**src/rtl/gcd_unit_8b.sv**
```systemverilog
// 8-bit GCD unit: subtract-and-swap Euclid behind a val/rdy operand stream and a val/rdy result stream.
// Holds the gate-level subtractor, the structural comparator and the three-state control.

module gcd_full_sub (
    input  logic a_i,
    input  logic b_i,
    input  logic bin_i,
    output logic d_o,
    output logic bout_o
);
    logic axb;

    assign axb    = a_i ^ b_i;
    assign d_o    = axb ^ bin_i;
    assign bout_o = (~a_i & b_i) | (~axb & bin_i);
endmodule

module Subtractor_8b_GL (
    input  logic [7:0] a_i,
    input  logic [7:0] b_i,
    output logic [7:0] diff_o,
    output logic       bout_o
);
    logic [8:0] borrow;

    assign borrow[0] = 1'b0;

    gcd_full_sub u_fs [7:0] (
        .a_i    (a_i),
        .b_i    (b_i),
        .bin_i  (borrow[7:0]),
        .d_o    (diff_o),
        .bout_o (borrow[8:1])
    );

    assign bout_o = borrow[8];
endmodule

// One bit of an LSB-to-MSB less-than chain: a decision at a higher bit overrides the lower bits.
module gcd_cmp_cell (
    input  logic a_i,
    input  logic b_i,
    input  logic lt_i,
    output logic lt_o
);
    assign lt_o = (~a_i & b_i) | (~(a_i ^ b_i) & lt_i);
endmodule

module gcd_lt_cmp_8b (
    input  logic [7:0] a_i,
    input  logic [7:0] b_i,
    output logic       lt_o
);
    logic [7:0] chain;

    gcd_cmp_cell u_cell [7:0] (
        .a_i  (a_i),
        .b_i  (b_i),
        .lt_i ({chain[6:0], 1'b0}),
        .lt_o (chain)
    );

    assign lt_o = chain[7];
endmodule

module gcd_unit_8b (
    input  logic       clk,
    input  logic       rst_n,
    input  logic       istream_val,
    output logic       istream_rdy,
    input  logic [7:0] istream_a,
    input  logic [7:0] istream_b,
    output logic       ostream_val,
    input  logic       ostream_rdy,
    output logic [7:0] ostream_result
);
    typedef enum logic [1:0] {
        IDLE = 2'd0,
        CALC = 2'd1,
        DONE = 2'd2
    } state_t;

    state_t     state_q, state_d;
    logic [7:0] a_q, a_d;
    logic [7:0] b_q, b_d;

    logic [7:0] sub_diff;
    logic       sub_bout;
    logic       a_lt_b;
    logic       b_nz;

    Subtractor_8b_GL u_sub (
        .a_i    (a_q),
        .b_i    (b_q),
        .diff_o (sub_diff),
        .bout_o (sub_bout)
    );

    gcd_lt_cmp_8b u_cmp (
        .a_i  (a_q),
        .b_i  (b_q),
        .lt_o (a_lt_b)
    );

    assign b_nz = |b_q;

    always_ff @(posedge clk) begin
        if (!rst_n) begin
            state_q <= IDLE;
            a_q     <= 8'd0;
            b_q     <= 8'd0;
        end else begin
            state_q <= state_d;
            a_q     <= a_d;
            b_q     <= b_d;
        end
    end

    always_comb begin
        state_d     = state_q;
        a_d         = a_q;
        b_d         = b_q;
        istream_rdy = 1'b0;
        ostream_val = 1'b0;

        case (state_q)
            IDLE: begin
                istream_rdy = 1'b1;
                if (istream_val) begin
                    a_d     = istream_a;
                    b_d     = istream_b;
                    state_d = CALC;
                end
            end
            CALC: begin
                if (a_lt_b) begin
                    a_d = b_q;
                    b_d = a_q;
                end else if (b_nz) begin
                    // A>=B here, so borrow-out never fires; it only guards against a wrapped result.
                    if (!sub_bout) a_d = sub_diff;
                end else begin
                    state_d = DONE;
                end
            end
            DONE: begin
                ostream_val = 1'b1;
                if (ostream_rdy) state_d = IDLE;
            end
            default: state_d = IDLE;
        endcase
    end

    assign ostream_result = a_q;
endmodule

```
**config.mk**
```make
export PLATFORM = sky130hd
export DESIGN_NAME = gcd_unit_8b
export DESIGN_NICKNAME = d
export VERILOG_FILES = /design/src/rtl/gcd_unit_8b.sv
export SDC_FILE = /design/constraint.sdc
export NUM_CORES = 1
export LEC_CHECK = 0
export CAP_MARGIN = 20
export CORE_ASPECT_RATIO = 1.25
export CORE_MARGIN = 3
export CORE_UTILIZATION = 45
export CTS_CLUSTER_DIAMETER = 30
export CTS_CLUSTER_SIZE = 20
export DETAILED_ROUTE_END_ITERATION = 6
export PLACE_DENSITY_LB_ADDON = 0.3
export SETUP_SLACK_MARGIN = 0.05
export SKIP_LAST_GASP = 1
export SLEW_MARGIN = 15
export SYNTH_ARGS = -nofsm -noshare
export SYNTH_HDL_FRONTEND = slang
export SYNTH_SLANG_ARGS = --single-unit
```
**constraint.sdc**
```tcl
create_clock -name clk -period 6.1 [get_ports clk]
set_input_delay 0.915 -clock clk [delete_from_list [all_inputs] [get_ports clk]]
set_output_delay 0.915 -clock clk [all_outputs]
set_load 0.03 [all_outputs]
```
[Yosys cells after proc, flatten, opt, wreduce, memory -nomap -nowiden]
Cells that the tools add are included.
Storage, ports and cells
  bits of input ports: 20
  logic and storage cells: 83
  output and inout bits: 10
  register bits after elaboration: 18
Operators by class
  mux-type cells: 14
  bitwise operators: 52
  reductions and logical operators: 6
  equality and inequality tests: 8
Operators by type and width (number)
  8-bit 2-to-1 mux: 5
  8-bit one-hot mux with 2 select lines: 2
  1-bit AND: 15
  1-bit inverter: 15
  1-bit bitwise XOR: 15
  2-bit inequality test (second input constant): 5
  2-bit 2-to-1 mux: 4
  8-bit OR reduction: 1
  1-bit bitwise OR: 7
  2-bit one-hot mux with 3 select lines: 1
  3-bit AND reduction: 2
  4-bit AND reduction: 1
  3-bit inequality test (second input constant): 1
  2-bit by 1-bit == test with 1-bit output (second input constant): 1
  2-bit == test (second input constant): 1
  2-bit logical NOT: 1
  1-bit 2-to-1 mux: 2
  2-bit nonzero test: 1

[Depth between registers and ports, before layout]
  depth in word-level cells: 18
  gate-level depth with buffers: 17
  depth with buffers taken out: 14

[Cells and area by module]
A second synthesis with hierarchy kept.
Second synthesis, totals
  cell total of the unflattened synthesis: 175
  area, all modules: 1519.0 um^2
Modules (own cells, without submodules)
  gcd_unit_8b: cells an instance 117, instances 1, area an instance 1071.0 um^2, seq. area each 360.3 um^2
  gcd_full_sub: cells an instance 4, instances 8, area an instance 31.3 um^2, seq. area each 0.0 um^2
  gcd_cmp_cell: cells an instance 3, instances 8, area an instance 23.8 um^2, seq. area each 0.0 um^2
  Subtractor_8b_GL: cells an instance 1, instances 1, area an instance 3.8 um^2, seq. area each 0.0 um^2
  gcd_lt_cmp_8b: cells an instance 1, instances 1, area an instance 3.8 um^2, seq. area each 0.0 um^2

[Worst setup path before layout]
OpenSTA, ideal clock, no wires.
  kind: register to register
  start point: register a_q[0], in the netlist ostream_result[0]
  end point: register a_q[1], in the netlist ostream_result[1]
  setup slack: 1.431 ns
  stages on the path, launching flop included: 17
  period minus slack after synthesis: 4.669 ns
  required time: 5.984 ns
  buffers on the path: 2
  setup time: 0.116 ns
  arrival time: 4.552 ns
  cells stage by stage: dfxtp_1 > inv_1 > ha_1 > fa_1 > fa_1 > fa_1 > fa_1 > fa_1 > fa_1 > inv_1 > fa_1 > clkbuf_1 > nand2b_1 > a21oi_2 > buf_2 > or3_1 > o211a_1
On the way
  cells in the longest elaborated chain, start to end: 18
  elaborated cells between the ends (all ways): 22
  classes of those cells: eq/ne (1); mux (3); bitwise (17); reduce/logical (1)
RTL lines
  from (decl): RTL line 84  | logic [7:0] a_q, a_d;
  from (signal assigned): RTL line 110  | a_q <= 8'd0;
  from (signal assigned): RTL line 114  | a_q <= a_d;
  1-bit inverter (*): RTL line 15, 46
  1-bit AND (*): RTL line 15, 46
  1-bit AND: RTL line 15, 46
  1-bit bitwise OR: RTL line 15, 46
  1-bit AND: RTL line 15, 46
  1-bit bitwise OR: RTL line 15, 46
  1-bit AND: RTL line 15, 46
  1-bit bitwise OR: RTL line 15, 46
  (+2 left out)
  1-bit AND: RTL line 15, 46
  1-bit bitwise OR: RTL line 15, 46
  1-bit AND: RTL line 15, 46
  1-bit bitwise OR: RTL line 15, 46
  1-bit AND: RTL line 15, 46
  1-bit bitwise OR: RTL line 15, 46
  3-bit inequality test (no line) or 8-bit 2-to-1 mux (tied branches)
  3-bit AND reduction (no line) or 8-bit one-hot mux with 2 select lines (tied branches)
Every way passes the cells marked *; elsewhere a longest branch is shown, timed or not. The select of a mux whose other input is x is not followed.
A chain may end at the register's enable or synchronous reset.

[Worst setup path in the final report]
  start point: register a_q[0], in the netlist ostream_result[0]
  end point: register a_q[5], in the netlist ostream_result[5]
On the way
  cells in the longest elaborated chain, start to end: 18
  elaborated cells between the ends (all ways): 22
  classes of those cells: eq/ne (1); mux (3); bitwise (17); reduce/logical (1)
RTL lines (RTL line)
  1-bit inverter (*): 15, 46
  1-bit AND (*) (2 in series): 15, 46
  1-bit bitwise OR (*): 15, 46
  1-bit AND (*): 15, 46
  1-bit bitwise OR (*): 15, 46
  1-bit AND (*): 15, 46
  1-bit bitwise OR (*): 15, 46
  1-bit AND (*): 15, 46
  1-bit bitwise OR (*): 15, 46
  1-bit AND: 15, 46
  1-bit bitwise OR: 15, 46
  1-bit AND: 15, 46
  1-bit bitwise OR: 15, 46
  1-bit AND: 15, 46
  1-bit bitwise OR: 15, 46
  3-bit inequality test (no line) or 8-bit 2-to-1 mux (tied branches)
  3-bit AND reduction (no line) or 8-bit one-hot mux with 2 select lines (tied branches)
Marks and branches as above.

==> results.yml <==
final_layout:
  mostFrequentLayoutCell: "clkdlybuf4s50_1"
  finalNetCount: 188
  area_delta_synth_final_pct: 21.70
  final_cell_mix: "clkdlybuf4s50_1 (29), nand2_1 (24), dfxtp_1 (18), o211a_1 (15), o21ai_0 (13)"
  fin_cells: 191
  drive_above_1_share_pct: 6.329
  diodes: 0
  design_area_sq_mm: 0.001488
synth:
  syn_inst: 143
  yosysWarningCount: 0
  yosysSeqAreaShare_pct: 29.48
  synth_top_family_by_area: "compound AO/OA/AOI/OAI gates"
  avgSynthCellArea_sq_um: 8.548
  synth_xor_area_share_pct: 0
  synthesis.area_sq_mm: 0.001222
  ys_types: 28
  synth_mux_area_share_pct: 2.456
  synth_seq_cells: 18
  syn-num-nets: 171
  synthSimpleGateAreaFrac_pct: 18.32
  synthAdderAreaFrac_pct: 12.49
  synth_compound_area_share_pct: 26.00
timing:
  max_freq_mhz: 198.1
  final_hold_viol_count: 0
  min_period_over_period_pct: 82.77
  period_needed_ns: 5.049
  rsz0062_at_grt: "no"
  setup_ws_ns: 1.051
  slew_headroom_pct: 32.92
  maxSlewViolCount: 0
  setup_viol: 0
  skew_ns: 0.004642
  fin_tns_setup_ns: 0
  tightest_slew_ns: 1.006
critical_path:
  crit_start: "ostream_result[0]"
  crit_arrival_ns: 5.24
  ff2ff_path_depth: 14
  worstReg2RegEnd: "ostream_result[5]"
  rr_startpoint: "ostream_result[0]"
  crit_fanout: 24
  critPathKind: "register to register"
  startpoint_type: "register"
  cp-end-kind: "register"
  ff2ff_setup_slack_ns: 1.05
  cp.required_ns: 6.29
placed_design:
  dpl-instance-area_sq_mm: 0.001454
  pre_cts_slack_ns: 1.057
  dp_cells: 187
  gp_congestion: 0.8348
  portBuffers: 29
  dpl.hpwl_mm: 1.926
global_route:
  use_met2_pct: 29.04
  met1_usage_pct: 20.99
  grt_pass1_vias: 1002
  grt_use_met3_pct: 3.497
  grt_pass1_wl_mm: 4.436
  grt_max_degree: 33
  grt_antenna_before_repair: 0
  grt_usage_pct: 17.40
  busiest_layer: "met2"
  grt.overflow.total: 0
routing:
  vias_per_cell: 5.497
  drt_iter0_drc: 14
  via_count: 1050
  drtAntennaViolNets: 0
  drt_wl_total_mm: 2.663
  drt_first_pass_iters: 4
  drc_errors: 0
  post_drt_wl_per_cell_microns: 13.94
cts:
  cts_resized: 0
  clock-sinks: 18
  clk_latency_ns: 0.29
  hold_buffers: 0
  cts_buffers: 3
  clockBufferDepth: 2
  cts_setup_buffers: 0
  root_buffer: "clkbuf_4"
  htreeDepth: 1
  path_clk_slew_ns: 0.11
  cts_tree: "done"
power_and_ir_drop:
  total_power_mw: 0.6433
  p_sw_mw: 0.2935
  peakVddDrop_uv: 237.4
  seq_power_share_pct: 28.4
  p_comb_share_pct: 62.2
  p_leak_nw: 0.7039
  netSwitchingFraction_pct: 45.62
  p_int_mw: 0.3498
  p_clk_share_pct: 9.4
  power_density_mw_per_mm2: 432.4
floorplan:
  placementRows: 20
  start_util_pct: 48.85
  core_sq_mm: 0.002502
  die_area_sq_mm: 0.003382
  pin_count: 30
  die_x_microns: 52.62
  dieHeight_microns: 64.27
min_path:
  min-delay-start: "ostream_result[7]"
  holdCritPathClass: "register to register"
  whs_endpoint: "ostream_result[7]"
  holdPathStages: 2
job:
  drv_cap: 0
outcome:
  status: "finished clean"
==> critical path, cell delays in order (launching register included) <==
cell	delay, ns
dfxtp_1	0.36
inv_1	0.06
ha_1	0.21
fa_1	0.45
fa_1	0.46
fa_1	0.47
fa_1	0.47
fa_1	0.48
fa_1	0.43
inv_1	0.08
fa_1	0.49
nand2b_1	0.19
a21oi_2	0.24
or3_1	0.42
o211a_1	0.13
==> worst max-delay path by stage <==
stage	slack [ns]	cells past startpoint	to
6_report	1.05	14	ostream_result[5]
2_1_floorplan	1.43	16	ostream_result[1]
4_1_cts	1.04	14	ostream_result[5]
3_3_place_gp	1.19	14	ostream_result[5]
5_1_grt	0.72	14	ostream_result[3]
3_5_place_dp	1.06	14	ostream_result[6]
==> routing by layer <==
layer  share of wire (%)  routed length, microns
met4                 2.2                      59
met2                  50                    1343
met5                   0                       0
met1                  42                    1130
met3                 4.9                     130
==> cells by family after synthesis <==
| family | after synthesis |
|---|---|
| adder cells (fa/ha/maj) | 8 |
| multiplexers | 3 |
| flip-flops | 18 |
| buffers and inverters | 28 |
| AO/OA/AOI/OAI | 42 |
| AND/OR/NAND/NOR | 44 |
==> synth_stat cells (all sizes together) <==
cell type,count,area (sq um)
nand2,24,90.09
dfxtp,18,360.4
o211a,15,150.1
o21ai,15,75.07
buf,11,73.82
inv,10,37.54
clkbuf,7,26.28
fa,7,140.1
o211ai,7,52.55
or3,7,43.79
mux2i,3,30.03
nand2b,3,18.77
nor2,3,18.77
a21oi,2,13.76
nor2b,2,12.51
o21a,2,16.27
or4,2,22.52
and2,1,6.260
ha,1,12.51
nor3,1,5.000
nor4,1,6.260
o21ba,1,10.01
==> flip-flops by register name, indices dropped and copies added (netlist names) <==
| signal | flops |
|---|---|
| b_q | 8 |
| state_q | 2 |
| ostream_result | 8 |
==> final cells by class <==
| cell class | count | area [sq um] |
|---|---|---|
| fillers | 231 | 1015 |
| multi-input cells | 97 | 724.4 |
| inverters | 10 | 37.54 |
| flip-flops and latches | 18 | 360.3 |
| repair buffers | 30 | 301.5 |
| well taps | 33 | 41.29 |
| clock buffers | 3 | 22.52 |
==> power by group through the flow <==
stage | registers [mW] | clock network, mW | logic (mW)
global route | 0.187 | 0.0662 | 0.453
floorplan | 0.177 | 0 | 0.317
finish | 0.183 | 0.0606 | 0.400
CTS | 0.182 | 0.0624 | 0.400
global placement | 0.183 | 0 | 0.385
detailed placement | 0.185 | 0 | 0.399
==> metrics by stage <==
step / util (%) / hold WS [ns]
4_1_cts: 59.00 / 0.5393
3_3_place_gp: 58.10 / 0.5074
2_1_floorplan: - / 0.4781
6_report: 59.45 / 0.5366
5_1_grt: 59.45 / 0.5555
3_5_place_dp: 58.10 / 0.5251
Note: power is estimated with default switching activity, not from simulation.
